==> src/rtl/pidx_seq_pkg.sv <==
// pidx_pkg: shared definitions for the pidx sequencer and its datapath sibling.
//   PIDX_BSW : log2 of byte lanes per beat
//   PIDX_BS  : byte lanes per beat
//   PIDX_WW  : element length width (max length 2^WW-1 < BS)
//   state_e  : sequencer states
//   beat_t   : one beat descriptor as seen by pidx
package pidx_pkg;

    localparam int PIDX_BSW = 5;
    localparam int PIDX_BS  = 1 << PIDX_BSW;
    localparam int PIDX_WW  = 9 - PIDX_BSW;

    typedef enum logic [0:0] {
        ST_FILL = 1'b0,
        ST_EMIT = 1'b1
    } state_e;

    typedef struct packed {
        logic [PIDX_BSW:0]                  inum;
        logic [PIDX_BS-1:0][PIDX_WW-1:0]    ilen;
        logic [PIDX_BS-1:0][PIDX_BSW-1:0]   ipos;
        logic [PIDX_BS-1:0][PIDX_BSW:0]     psum;
        logic [PIDX_BSW:0]                  bytes;
        logic                               last;
    } beat_t;

endpackage

==> src/rtl/pidx_seq_if.sv <==
// pidx_seq_if: element-descriptor input stream and beat-descriptor output
// stream of the pidx sequencer.
//   in_valid/in_ready/in_len/in_last : one element length per accepted cycle
//   out_valid/out_ready              : beat handshake
//   out_inum/ilen/ipos/psum/bytes/last : beat descriptor fields
// Modports: slave = sequencer side, master = element source / beat consumer.
interface pidx_seq_if;
    import pidx_pkg::*;

    logic                               in_valid;
    logic                               in_ready;
    logic [PIDX_WW-1:0]                 in_len;
    logic                               in_last;

    logic                               out_valid;
    logic                               out_ready;
    logic [PIDX_BSW:0]                  out_inum;
    logic [PIDX_BS-1:0][PIDX_WW-1:0]    out_ilen;
    logic [PIDX_BS-1:0][PIDX_BSW-1:0]   out_ipos;
    logic [PIDX_BS-1:0][PIDX_BSW:0]     out_psum;
    logic [PIDX_BSW:0]                  out_bytes;
    logic                               out_last;

    modport slave (
        input  in_valid, in_len, in_last, out_ready,
        output in_ready, out_valid, out_inum, out_ilen, out_ipos,
               out_psum, out_bytes, out_last
    );

    modport master (
        output in_valid, in_len, in_last, out_ready,
        input  in_ready, out_valid, out_inum, out_ilen, out_ipos,
               out_psum, out_bytes, out_last
    );

endinterface

==> src/rtl/pidx_seq.sv <==
// pidx_seq: packs a stream of variable-length elements into beats of BS byte
// lanes and emits one packing descriptor per beat for the pidx datapath.
// An element straddling a beat boundary is split; its remainder opens the
// next beat at slot 0.
//   clk : clock
//   rst : synchronous active-high reset
//   bus : pidx_seq_if.slave (element input stream, beat output stream)
module pidx_seq
    import pidx_pkg::*;
#(
    parameter int VLEN = 256,
    parameter int BSW  = PIDX_BSW
) (
    input  logic        clk,
    input  logic        rst,
    pidx_seq_if.slave   bus
);

    localparam int BS = 1 << BSW;
    localparam int WW = 9 - BSW;
    localparam logic [BSW:0] BS_W = (BSW+1)'(BS);

    localparam logic [0:0] FILL = ST_FILL;
    localparam logic [0:0] EMIT = ST_EMIT;

    // The interface and beat_t are sized by the package, so the instance
    // must agree with it; BSW >= 5 guarantees a carry fits in one beat.
    if (BSW < 5 || BSW != PIDX_BSW) begin : g_bad_bsw
        $error("pidx_seq: BSW must be >= 5 and equal pidx_pkg::PIDX_BSW");
    end
    if (VLEN != 8 * BS) begin : g_bad_vlen
        $error("pidx_seq: VLEN must equal 8*BS");
    end

    logic [0:0]                 state;
    logic [BSW:0]               count;
    logic [BSW:0]               fill;
    logic [BS-1:0][WW-1:0]      ilen_r;
    logic [BS-1:0][BSW-1:0]     ipos_r;
    logic [BS-1:0][BSW:0]       psum_r;
    logic                       carry_vld;
    logic [WW-1:0]              carry_len;
    logic [BSW-1:0]             carry_pos;
    logic                       carry_last;
    logic                       last_pend;

    logic [BSW:0]               len_x;
    logic [BSW:0]               room;
    logic [BSW:0]               take;
    logic                       split;
    logic [BSW-1:0]             slot;

    // take = min(len, room); split when the element overruns the beat.
    always_comb begin
        len_x = (BSW+1)'(bus.in_len);
        room  = BS_W - fill;
        split = len_x > room;
        take  = split ? room : len_x;
        // count < BS whenever FILL is active, so the low bits index the slot
        slot  = count[BSW-1:0];
    end

    always_ff @(posedge clk) begin
        if (rst) begin
            state      <= FILL;
            count      <= '0;
            fill       <= '0;
            ilen_r     <= '0;
            ipos_r     <= '0;
            psum_r     <= '0;
            carry_vld  <= 1'b0;
            carry_len  <= '0;
            carry_pos  <= '0;
            carry_last <= 1'b0;
            last_pend  <= 1'b0;
        end else if (state == FILL) begin
            if (bus.in_valid) begin
                // zero-length non-last elements occupy no slot
                if (len_x != '0) begin
                    ilen_r[slot] <= take[WW-1:0];
                    ipos_r[slot] <= '0;
                    psum_r[slot] <= fill + take;
                    count        <= count + 1'b1;
                    fill         <= fill + take;
                    if (split) begin
                        carry_vld  <= 1'b1;
                        carry_len  <= bus.in_len - take[WW-1:0];
                        carry_pos  <= take[BSW-1:0];
                        carry_last <= bus.in_last;
                        state      <= EMIT;
                    end else if (fill + take == BS_W || count == BS_W - 1'b1) begin
                        state <= EMIT;
                    end
                end
                if (bus.in_last) begin
                    last_pend <= 1'b1;
                    state     <= EMIT;
                end
            end
        end else if (bus.out_ready) begin
            ilen_r <= '0;
            ipos_r <= '0;
            psum_r <= '0;
            count  <= '0;
            fill   <= '0;
            if (carry_vld) begin
                // remainder of the split element opens the next beat
                ilen_r[0] <= carry_len;
                ipos_r[0] <= carry_pos;
                psum_r[0] <= (BSW+1)'(carry_len);
                count     <= (BSW+1)'(1);
                fill      <= (BSW+1)'(carry_len);
                carry_vld <= 1'b0;
                last_pend <= carry_last;
                // a frame-final carry is emitted on its own without new input
                if (!carry_last) begin
                    state <= FILL;
                end
            end else begin
                last_pend <= 1'b0;
                state     <= FILL;
            end
        end
    end

    beat_t beat;

    always_comb begin
        beat.inum  = count;
        beat.ilen  = ilen_r;
        beat.ipos  = ipos_r;
        beat.psum  = psum_r;
        beat.bytes = fill;
        // a pending carry means the frame still has one more beat
        beat.last  = last_pend && !carry_vld;
    end

    assign bus.in_ready  = (state == FILL);
    assign bus.out_valid = (state == EMIT);
    assign bus.out_inum  = beat.inum;
    assign bus.out_ilen  = beat.ilen;
    assign bus.out_ipos  = beat.ipos;
    assign bus.out_psum  = beat.psum;
    assign bus.out_bytes = beat.bytes;
    assign bus.out_last  = beat.last;

endmodule

==> src/flat_wrapper.sv <==
// flat-port wrapper written by rule: the top's interface ports become plain ports
module pidx_seq_flat import pidx_pkg::*;
#(
    parameter int VLEN = 256,
    parameter int BSW  = PIDX_BSW
)
  (clk, rst, bus_in_valid, bus_in_len, bus_in_last, bus_out_ready, bus_in_ready, bus_out_valid, bus_out_inum, bus_out_ilen, bus_out_ipos, bus_out_psum, bus_out_bytes, bus_out_last);
  pidx_seq_if bus_i ();
  input  logic clk;
  input  logic rst;
  input wire logic [$bits(bus_i.in_valid)-1:0] bus_in_valid;
  input wire logic [$bits(bus_i.in_len)-1:0] bus_in_len;
  input wire logic [$bits(bus_i.in_last)-1:0] bus_in_last;
  input wire logic [$bits(bus_i.out_ready)-1:0] bus_out_ready;
  output wire logic [$bits(bus_i.in_ready)-1:0] bus_in_ready;
  output wire logic [$bits(bus_i.out_valid)-1:0] bus_out_valid;
  output wire logic [$bits(bus_i.out_inum)-1:0] bus_out_inum;
  output wire logic [$bits(bus_i.out_ilen)-1:0] bus_out_ilen;
  output wire logic [$bits(bus_i.out_ipos)-1:0] bus_out_ipos;
  output wire logic [$bits(bus_i.out_psum)-1:0] bus_out_psum;
  output wire logic [$bits(bus_i.out_bytes)-1:0] bus_out_bytes;
  output wire logic [$bits(bus_i.out_last)-1:0] bus_out_last;
  assign bus_i.in_valid = bus_in_valid;
  assign bus_i.in_len = bus_in_len;
  assign bus_i.in_last = bus_in_last;
  assign bus_i.out_ready = bus_out_ready;
  assign bus_in_ready = bus_i.in_ready;
  assign bus_out_valid = bus_i.out_valid;
  assign bus_out_inum = bus_i.out_inum;
  assign bus_out_ilen = bus_i.out_ilen;
  assign bus_out_ipos = bus_i.out_ipos;
  assign bus_out_psum = bus_i.out_psum;
  assign bus_out_bytes = bus_i.out_bytes;
  assign bus_out_last = bus_i.out_last;
  pidx_seq #(.VLEN(VLEN), .BSW(BSW)) u_core (.clk(clk), .rst(rst), .bus(bus_i));
endmodule
==> config.mk <==
export PLATFORM = sky130hd
export DESIGN_NAME = pidx_seq_flat
export DESIGN_NICKNAME = d
export VERILOG_FILES = /design/src/rtl/pidx_seq_pkg.sv /design/src/rtl/pidx_seq_if.sv /design/src/rtl/pidx_seq.sv /design/src/flat_wrapper.sv
export SDC_FILE = /design/constraint.sdc
export NUM_CORES = 1
export LEC_CHECK = 0
export ABC_CLOCK_PERIOD_IN_PS = 7500
export BUFFER_PORTS_ARGS = -buffer_cell sky130_fd_sc_hd__buf_4
export CAP_MARGIN = 20
export CORE_ASPECT_RATIO = 1.4
export CORE_UTILIZATION = 43
export DETAILED_ROUTE_END_ITERATION = 7
export HOLD_SLACK_MARGIN = 0.06
export PLACE_DENSITY = 0.79
export SYNTH_ARGS = -nofsm -noshare
export SYNTH_HDL_FRONTEND = slang
export SYNTH_SLANG_ARGS = --single-unit
==> constraint.sdc <==
create_clock -name clk -period 7.5 [get_ports clk]
set_input_delay 0.75 -clock clk [delete_from_list [all_inputs] [get_ports clk]]
set_output_delay 0.75 -clock clk [all_outputs]
set_load 0.01 [all_outputs]
==> flow_metrics.env, run 1 <==
export IMPL_outcome="complete, no violations"
export IMPL_max_slew_worst_pin_slew_ns=1.101
export IMPL_crit_path_cell_trace="or3_1, xor2_1, inv_1, ha_1, and4_1, a211oi_4, nand3_4, mux2i_4, inv_2, ha_1, nand3_1, o22ai_1, xor2_1, nand4_1, a221oi_1"
export IMPL_area_growth_syn_to_layout_pct=33.01
export IMPL_worst_skew_pair_late_latency_ns=0.57
export IMPL_number_of_h_tree_branching_levels=2
export IMPL_grt_util_all_layers_pct=28.92
export IMPL_antennaDiodeCount=0
export IMPL_finalWorstPathRequiredPeriod_ns=5.675
export IMPL_grt_start_max_net_pins=104
export IMPL_total_switching_power_w=0.002088
export IMPL_first_global_vias=14842
export IMPL_critical_path_max_fanout=21
export IMPL_number_of_cells_traversed_by_the_worst_hold_path=3
export IMPL_synth_top_cells_by_count="505 x dfxtp_1, 354 x nor2_1, 163 x a31oi_1"
export IMPL_cells_on_worst_reg2reg_path=15
export IMPL_post_synth_main_area_contributors="dfxtp_1 58%, nor2_1 7.6%, a31oi_1 5.9%"
export IMPL_grt_overflow_total=0
export IMPL_timing_reg2reg_setup_slack_ns=1.83
export IMPL_max_clock_freq_mhz=176.2
export IMPL_synth_async_sr_flop_share_pct=0
export IMPL_wire_per_inst_um=21.47
export IMPL_layout_worst_path_cycle_share_pct=75.67
export IMPL_cts_repair_resize_count=0
export IMPL_met2_usage_pct=50.64
export IMPL_nets=2360
export IMPL_grt_antenna_before_repair=1
export IMPL_final_clock_skew_ns=0.02001
export IMPL_cp_buffers_inverters=2
export IMPL_fin_hold_viols=0
export IMPL_timing_critical_path_slowest_cell_delay_ns=0.76
export IMPL_grt_setup_unrepaired="false"
export IMPL_synthAdderAreaFrac_pct=1.379
export IMPL_detailedPlace_worstSlack_ns=1.860
export IMPL_avgViaCountPerCell=5.450
export IMPL_multiInputGateArea_um2=6864
export IMPL_postPlaceCellArea_um2=21610
export IMPL_global_route_usage_met3_pct=7.588
export IMPL_synth_simple_gate_area_share_pct=21.39
export IMPL_finalMaxSlewViolations=0
export IMPL_core_box_area_um2=39600
export IMPL_p_int_w=0.004516
export IMPL_synth_net_count=1906
export IMPL_ys_warnings_count=0
export IMPL_tritoncts="yes"
export IMPL_first_pass_grt_wire_length_um=90300
export IMPL_sequential_share_of_the_synthesized_area_pct=58.03
export IMPL_worst_ir_drop_vdd_mv=0.1893
export IMPL_syn_instance_count=1879
export IMPL_criticalPathCategory="reg -> reg"
export IMPL_sw_share_pct=31.62
export IMPL_critical_path_arrival_ns=6.14
export IMPL_place_detailed_hpwl_um=44760
export IMPL_yosys_area_top_type="dfxtp_1"
export IMPL_worst_slack_ns=1.825
export IMPL_drt_drc_violations_left=0
export IMPL_grt_met1_usage_pct=32.00
export IMPL_path_delay_family="XOR/XNOR gates"
export IMPL_timing_slew_headroom_pct=26.58
export IMPL_worstHoldEndpoint="u_core.carry_last"
export IMPL_synthDominantCellAreaShare_pct=58.03
export IMPL_synth_mux_area_share_pct=0.7541
export IMPL_portBuffers=503
export IMPL_drive_gt1_share_pct=26.14
export IMPL_min_delay_start="bus_in_last"
export IMPL_worst_setup_path_start_kind="register"
export IMPL_regToRegStartpoint="u_core.bus.out_bytes[0]"
export IMPL_grt_most_used_layer="met2"
export IMPL_p_clk_share_pct=37.5
export IMPL_slowest_stage="xor2_1"
export IMPL_cts_hold_fix_buffers=0
export IMPL_timing_critical_path_to_type="register"
export IMPL_cellPowerDensity_nw_per_um2=285.0
export IMPL_cts_made_buffers=47
export IMPL_setup_viol=0
export IMPL_main_combinational_cell_family_by_area_after_synthesis="simple AND/OR/NAND/NOR gates"
export IMPL_cp_required_ns=7.97
export IMPL_crit_reg2reg_capture="u_core.bus.out_valid"
export IMPL_routed_wirelength_um=62090
export IMPL_gpl_final_weighted_congestion=0.8951
export IMPL_synth_enable_flop_cells=0
export IMPL_die_area_um2=41330
export IMPL_power_sequential_fraction_pct=42.3
export IMPL_floorplan_die_height_um=240.2
export IMPL_drtPass1Iterations=8
export IMPL_final_design_area_no_fill_um2=23170
export IMPL_initial_core_util_pct=43.99
export IMPL_cts_root_buffer_cell="clkbuf_16"
export IMPL_synth_xor_xnor_area_share_pct=0.6536
export IMPL_clock_sinks=505
export IMPL_row_count=86
export IMPL_synth_main_ff_cell="dfxtp_1"
export IMPL_mapped_avg_cell_area_um2=9.271
export IMPL_vias=15762
export IMPL_clk_path_buf_depth=3
export IMPL_fillCellCount=3403
export IMPL_cts_reportedPaths_clkPinSlew_ns=0.07
export IMPL_ioPinCount=504
export IMPL_register_area_um2=10110
export IMPL_hold_path_class="in -> reg"
export IMPL_detailedRoute_firstIterationViolations=1157
export IMPL_chipWidth_um=172.1
export IMPL_most_frequently_used_cell_type_in_the_post_synthesis_netlist="dfxtp_1"
export IMPL_final_antenna_net_count=0
export IMPL_postCtsSetupBuffers=0
export IMPL_max_cap_violations=0
export IMPL_synth_cell_types=57
export IMPL_leakagePower_nw=10.04
export IMPL_ys_ff_latch=505
export IMPL_synthesis_area_um2=17420
export IMPL_comb_power_share_pct=20.2
export IMPL_synth_compound_gate_area_share_pct=14.76
export IMPL_setup_tns_ns=0
registers in the layout (all words and copies together), names as in the netlist:
register              flops
u_core.last_pend          1
u_core.bus.out_valid      1
u_core.carry_last         1
u_core.carry_len          4
u_core.carry_pos          5
u_core.bus.out_inum       6
u_core.bus.out_ilen     128
u_core.bus.out_psum     192
u_core.carry_vld          1
u_core.bus.out_bytes      6
u_core.bus.out_ipos     160
worst register-to-register path: stages, from the launching register on:
cell and delay [ns]:
dfxtp_1 0.39, or3_1 0.46, xor2_1 0.40, inv_1 0.09, ha_1 0.32, and4_1 0.19
a211oi_4 0.38, nand3_4 0.25, mux2i_4 0.69, inv_2 0.31, ha_1 0.47, nand3_1 0.10
o22ai_1 0.32, xor2_1 0.76, nand4_1 0.16, a221oi_1 0.30
layout make-up:
type,instances,share of cell area [%]
sequential,505,43.63
multi-input combinational,1242,29.62
timing repair buffer,520,16.86
clock buffer,70,5.891
tap,528,2.851
clock inverter,10,0.8640
inverter,17,0.2754
per-stage QoR:
step / total power, W / cells / hold slack (ns) / utilization [%]
global route: 0.006818 / 2892 / 0.4529 / 58.52
detailed placement: 0.004177 / 2812 / 0.4427 / 54.56
floorplan: 0.003666 / 1879 / 0.4548 / -
global placement: 0.004149 / 2812 / 0.4363 / 54.56
finish: 0.006604 / 2892 / 0.4519 / 58.52
CTS: 0.006619 / 2892 / 0.4359 / 58.52
worst max-delay path by stage:
stage | start | end | slack, ns | depth (start not counted)
3_5_place_dp | u_core.bus.out_bytes[0] | u_core.bus.out_valid | 1.86 | 15
4_1_cts | u_core.bus.out_bytes[0] | u_core.bus.out_valid | 1.83 | 15
6_report | u_core.bus.out_bytes[0] | u_core.bus.out_valid | 1.83 | 15
2_1_floorplan | u_core.bus.out_bytes[0] | u_core.bus.out_valid | 2.90 | 20
3_3_place_gp | u_core.bus.out_bytes[0] | u_core.bus.out_valid | 2.06 | 15
5_1_grt | u_core.bus.out_bytes[0] | u_core.bus.out_valid | 1.47 | 15
cell families after synthesis:
logic type / Yosys count
buffers and inverters: 132
adder cells (fa/ha/maj): 18
flip-flops: 505
AND/OR/NAND/NOR: 808
XOR/XNOR: 13
multiplexers: 13
AO/OA/AOI/OAI: 390
power by group through the flow:
stage	combinational (W)	sequential, W	clock [W]
after floorplan	0.000827	0.00284	0
after global placement	0.00130	0.00285	0
after detailed placement	0.00132	0.00285	0
after CTS	0.00133	0.00279	0.00250
after global routing	0.00142	0.00280	0.00260
final	0.00134	0.00279	0.00247
placed cells by master (no fill, tap or decap), types with 5 or more instances in the layout:
| master | count |
|---|---|
| a21oi_1 | 51 |
| a22o_1 | 63 |
| a22oi_1 | 8 |
| a311oi_1 | 7 |
| a31oi_1 | 163 |
| and2_1 | 157 |
| and3_1 | 8 |
| buf_4 | 519 |
| bufinv_16 | 6 |
| clkbuf_1 | 15 |
| clkbuf_16 | 49 |
| clkbuf_8 | 6 |
| dfxtp_1 | 505 |
| ha_1 | 16 |
| inv_1 | 13 |
| mux2i_1 | 8 |
| nand2_1 | 150 |
| nand2b_1 | 8 |
| nand3_1 | 33 |
| nand4_1 | 14 |
| nor2_1 | 352 |
| nor2b_1 | 8 |
| nor3_1 | 55 |
| o211ai_1 | 6 |
| o21ai_0 | 63 |
| o21ai_1 | 10 |
| xnor2_1 | 5 |
| xor2_1 | 6 |
layer usage:
layer	wire (um)	share of wire [%]
met2	30920	50
met3	5424	8.7
met1	22690	37
met4	3062	4.9
met5	0	0
Note: power is estimated with default switching activity, not from simulation.
==> run 2, diff against run 1 <==
--- a/config.mk
+++ b/config.mk
@@ -5,14 +5,15 @@
 export SDC_FILE = /design/constraint.sdc
 export NUM_CORES = 1
 export LEC_CHECK = 0
-export ABC_CLOCK_PERIOD_IN_PS = 7500
+export ABC_AREA = 1
+export ABC_CLOCK_PERIOD_IN_PS = 5090
 export BUFFER_PORTS_ARGS = -buffer_cell sky130_fd_sc_hd__buf_4
 export CAP_MARGIN = 20
 export CORE_ASPECT_RATIO = 1.4
 export CORE_UTILIZATION = 43
 export DETAILED_ROUTE_END_ITERATION = 7
 export HOLD_SLACK_MARGIN = 0.06
-export PLACE_DENSITY = 0.79
+export PLACE_DENSITY = 0.81
 export SYNTH_ARGS = -nofsm -noshare
 export SYNTH_HDL_FRONTEND = slang
 export SYNTH_SLANG_ARGS = --single-unit
==> constraint.sdc (replaced) <==
create_clock -name clk -period 5.09 [get_ports clk]
set_input_delay 0.509 -clock clk [delete_from_list [all_inputs] [get_ports clk]]
set_output_delay 0.509 -clock clk [all_outputs]
set_load 0.01 [all_outputs]
==> run 2 against run 1 <==
  * Critical path type unchanged
  * Non-clock buffer count rose by 4
  * Final area up 2.2%
  * Wire length up 2.4%
==> flow_metrics.env, run 2 <==
export IMPL_finalWorstPathRequiredPeriod_ns=4.418
export IMPL_nets=2760
export IMPL_number_of_h_tree_branching_levels=2
export IMPL_row_count=88
export IMPL_floorplan_die_height_um=244.3
export IMPL_leakagePower_nw=9.921
export IMPL_postPlaceCellArea_um2=22090
export IMPL_core_box_area_um2=41290
export IMPL_worst_setup_path_start_kind="register"
export IMPL_hold_slack_ns=0.2287
export IMPL_drt_drc_violations_left=0
export IMPL_wire_per_inst_um=19.23
export IMPL_synthesis_area_um2=18040
export IMPL_chipWidth_um=175.1
export IMPL_clock_sinks=505
export IMPL_sequential_share_of_the_synthesized_area_pct=56.04
export IMPL_detailedPlace_worstSlack_ns=0.6674
export IMPL_synth_enable_flop_cells=0
export IMPL_tritoncts="yes"
export IMPL_finalMaxSlewViolations=0
export IMPL_grt_antenna_before_repair=0
export IMPL_final_antenna_net_count=0
export IMPL_vias=17362
export IMPL_most_common_cell_after_layout_fill_and_taps_aside="nand2_1"
export IMPL_max_cap_violations=0
export IMPL_criticalPathCategory="reg -> reg"
export IMPL_timing_reg2reg_setup_slack_ns=0.67
export IMPL_grt_util_all_layers_pct=28.73
export IMPL_timing_critical_path_to_type="register"
export IMPL_fin_hold_viols=0
export IMPL_routed_wirelength_um=63600
export IMPL_cts_reportedPaths_clkPinSlew_ns=0.07
export IMPL_first_global_vias=16640
export IMPL_yosys_area_top_type="dfxtp_1"
export IMPL_max_slew_worst_pin_slew_ns=1.109
export IMPL_mostFrequentLayoutCells="756 x nand2_1, 518 x buf_4, 504 x dfxtp_1, 294 x a21oi_1, 260 x nor2_1"
export IMPL_outcome="complete, no violations"
export IMPL_synth_top_cells_by_count="758 x nand2_1, 505 x dfxtp_1, 294 x a21oi_1"
export IMPL_critical_path_arrival_ns=4.90
export IMPL_gpl_final_weighted_congestion=0.9190
export IMPL_timing_slew_headroom_pct=25.83
export IMPL_grt_setup_unrepaired="false"
export IMPL_cells_on_worst_reg2reg_path=20
export IMPL_worst_skew_pair_late_latency_ns=0.56
export IMPL_crit_path_start="u_core.bus.out_bytes[0]"
export IMPL_mapped_avg_cell_area_um2=7.891
export IMPL_setup_tns_ns=0
export IMPL_hold_path_class="in -> reg"
export IMPL_clk_path_buf_depth=3
export IMPL_synth_cell_types=45
export IMPL_antennaDiodeCount=0
export IMPL_syn_instance_count=2286
export IMPL_max_clock_freq_mhz=226.4
export IMPL_detailedRoute_firstIterationViolations=1395
export IMPL_ys_ff_latch=505
export IMPL_utilization_after_layout_pct=57.34
export IMPL_synth_net_count=2313
export IMPL_largest_reg_flops=192
export IMPL_regToRegStartpoint="u_core.bus.out_bytes[0]"
export IMPL_ioPinCount=504
export IMPL_crit_path_cell_trace="inv_1, ha_1, xor2_1, ha_1, nand2_1, inv_1, a21oi_1, nor2_4, nand2_4, nand2_2, nand2_2, inv_2, ha_1, a21oi_1, nand2_1, xor2_1, nand2_1, inv_2, nand2_1, a21oi_1"
export IMPL_portBuffers=503
export IMPL_synth_async_sr_flop_share_pct=0
export IMPL_area_growth_syn_to_layout_pct=31.24
export IMPL_critical_path_max_fanout=28
export IMPL_avgViaCountPerCell=5.250
export IMPL_post_synth_main_area_contributors="dfxtp_1 56%, nand2_1 16%, a21oi_1 8.2%"
export IMPL_die_area_um2=42780
export IMPL_first_pass_grt_wire_length_um=95410
export IMPL_cellPowerDensity_nw_per_um2=418.9
export IMPL_initial_core_util_pct=43.69
export IMPL_drive_gt1_share_pct=25.44
export IMPL_grt_start_max_net_pins=116
export IMPL_synthDominantCellAreaShare_pct=56.04
export IMPL_synth_main_ff_cell="dfxtp_1"
export IMPL_slowest_stage="inv_2"
export IMPL_cpMostUsedCell="nand2_1"
export IMPL_worst_slack_ns=0.6722
export IMPL_final_design_area_no_fill_um2=23670
export IMPL_cts_root_buffer_cell="clkbuf_16"
export IMPL_cts_made_buffers=47
export IMPL_grt_overflow_total=0
export IMPL_postCtsSetupBuffers=0
export IMPL_crit_reg2reg_capture="u_core.bus.out_psum[141]"
export IMPL_layout_worst_path_cycle_share_pct=86.79
export IMPL_place_detailed_hpwl_um=43910
export IMPL_final_clock_skew_ns=0.007978
export IMPL_worst_ir_drop_vdd_mv=0.4195
export IMPL_setup_viol=0
export IMPL_ys_warnings_count=0
export IMPL_most_frequently_used_cell_type_in_the_post_synthesis_netlist="nand2_1"
export IMPL_worst_setup_path_endpoint="u_core.bus.out_psum[141]"
export IMPL_cts_repair_resize_count=0
export IMPL_timing_critical_path_slowest_cell_delay_ns=0.60
export IMPL_cp_required_ns=5.57
export IMPL_drtPass1Iterations=6
export IMPL_cts_hold_fix_buffers=0
-- run 2: changes by cell type after synthesis, sizes merged, moves of 26 or more --
cell and change:
clkbuf -29, a31oi -162, o21ai -26, nor2 -84, buf +40, nand2 +651
a21oi +253, a22o -61, inv +78, and2 -157, nor3 -48, nand3 +29
-- run 2: kinds of logic after synthesis --
kind of cell             synth area share (%)
AND/OR/NAND/NOR                         26.12
flip-flops                              56.04
XOR/XNOR                               0.1943
adder cells (fa/ha/maj)                 1.332
buffers and inverters                   5.417
AO/OA/AOI/OAI                           10.89
-- run 2: stage by stage --
stage               total power (W)  cells
finish                     0.009918   3307
global route                0.01021   3307
CTS                        0.009874   3305
detailed placement         0.006413   3222
global placement           0.006388   3221
floorplan                  0.005471   2286
-- run 2: critical path: cells and delay by family, from the launching register on --
family / cells / cell delay [ns]
fa+ha+maj: 3 / 0.94
simple gates: 8 / 0.93
buf+inv: 4 / 0.85
compound gates: 3 / 0.61
xor+xnor: 2 / 0.54
flops: 1 / 0.44
-- run 2: worst min-delay path by stage --
stage	to	depth (start not counted)	startpoint	slack, ns
floorplan	u_core.carry_len[1]	2	u_core.carry_len[1]	0.43
global placement	u_core.bus.out_ipos[156]	2	u_core.bus.out_ipos[156]	0.42
detailed placement	u_core.bus.out_ipos[159]	2	u_core.bus.out_ipos[159]	0.42
CTS	u_core.carry_last	3	bus_in_last	0.21
global route	u_core.carry_last	3	bus_in_last	0.23
finish	u_core.carry_last	3	bus_in_last	0.23
-- run 2: per-layer routing --
| layer | up-vias | track usage, % | wire, um |
|---|---|---|---|
| met3 | 216 | 5.488 | 5122 |
| met1 | 8145 | 32.76 | 23350 |
| met2 | 872 | 49.19 | 31000 |
| met4 | 0 | 18.01 | 4130 |
| li1 | 8129 | - | - |
| met5 | - | 0 | 0 |
-- run 2: cell type report --
cell class | count | area, um^2
tap | 540 | 675.6
inverter | 98 | 370.4
fill | 3587 | 17620
clock buffer | 59 | 1334
sequential | 505 | 10110
multi-input combinational | 1557 | 6979
timing repair buffer | 524 | 4010
clock inverter | 24 | 193.9
-- run 2: report_power, final --
part / switching [W] / leakage, nW / internal [W]
clock network: 0.00155 / 0.767 / 0.00196
registers: 0.0000695 / 4.07 / 0.00402
logic: 0.00184 / 5.08 / 0.000470
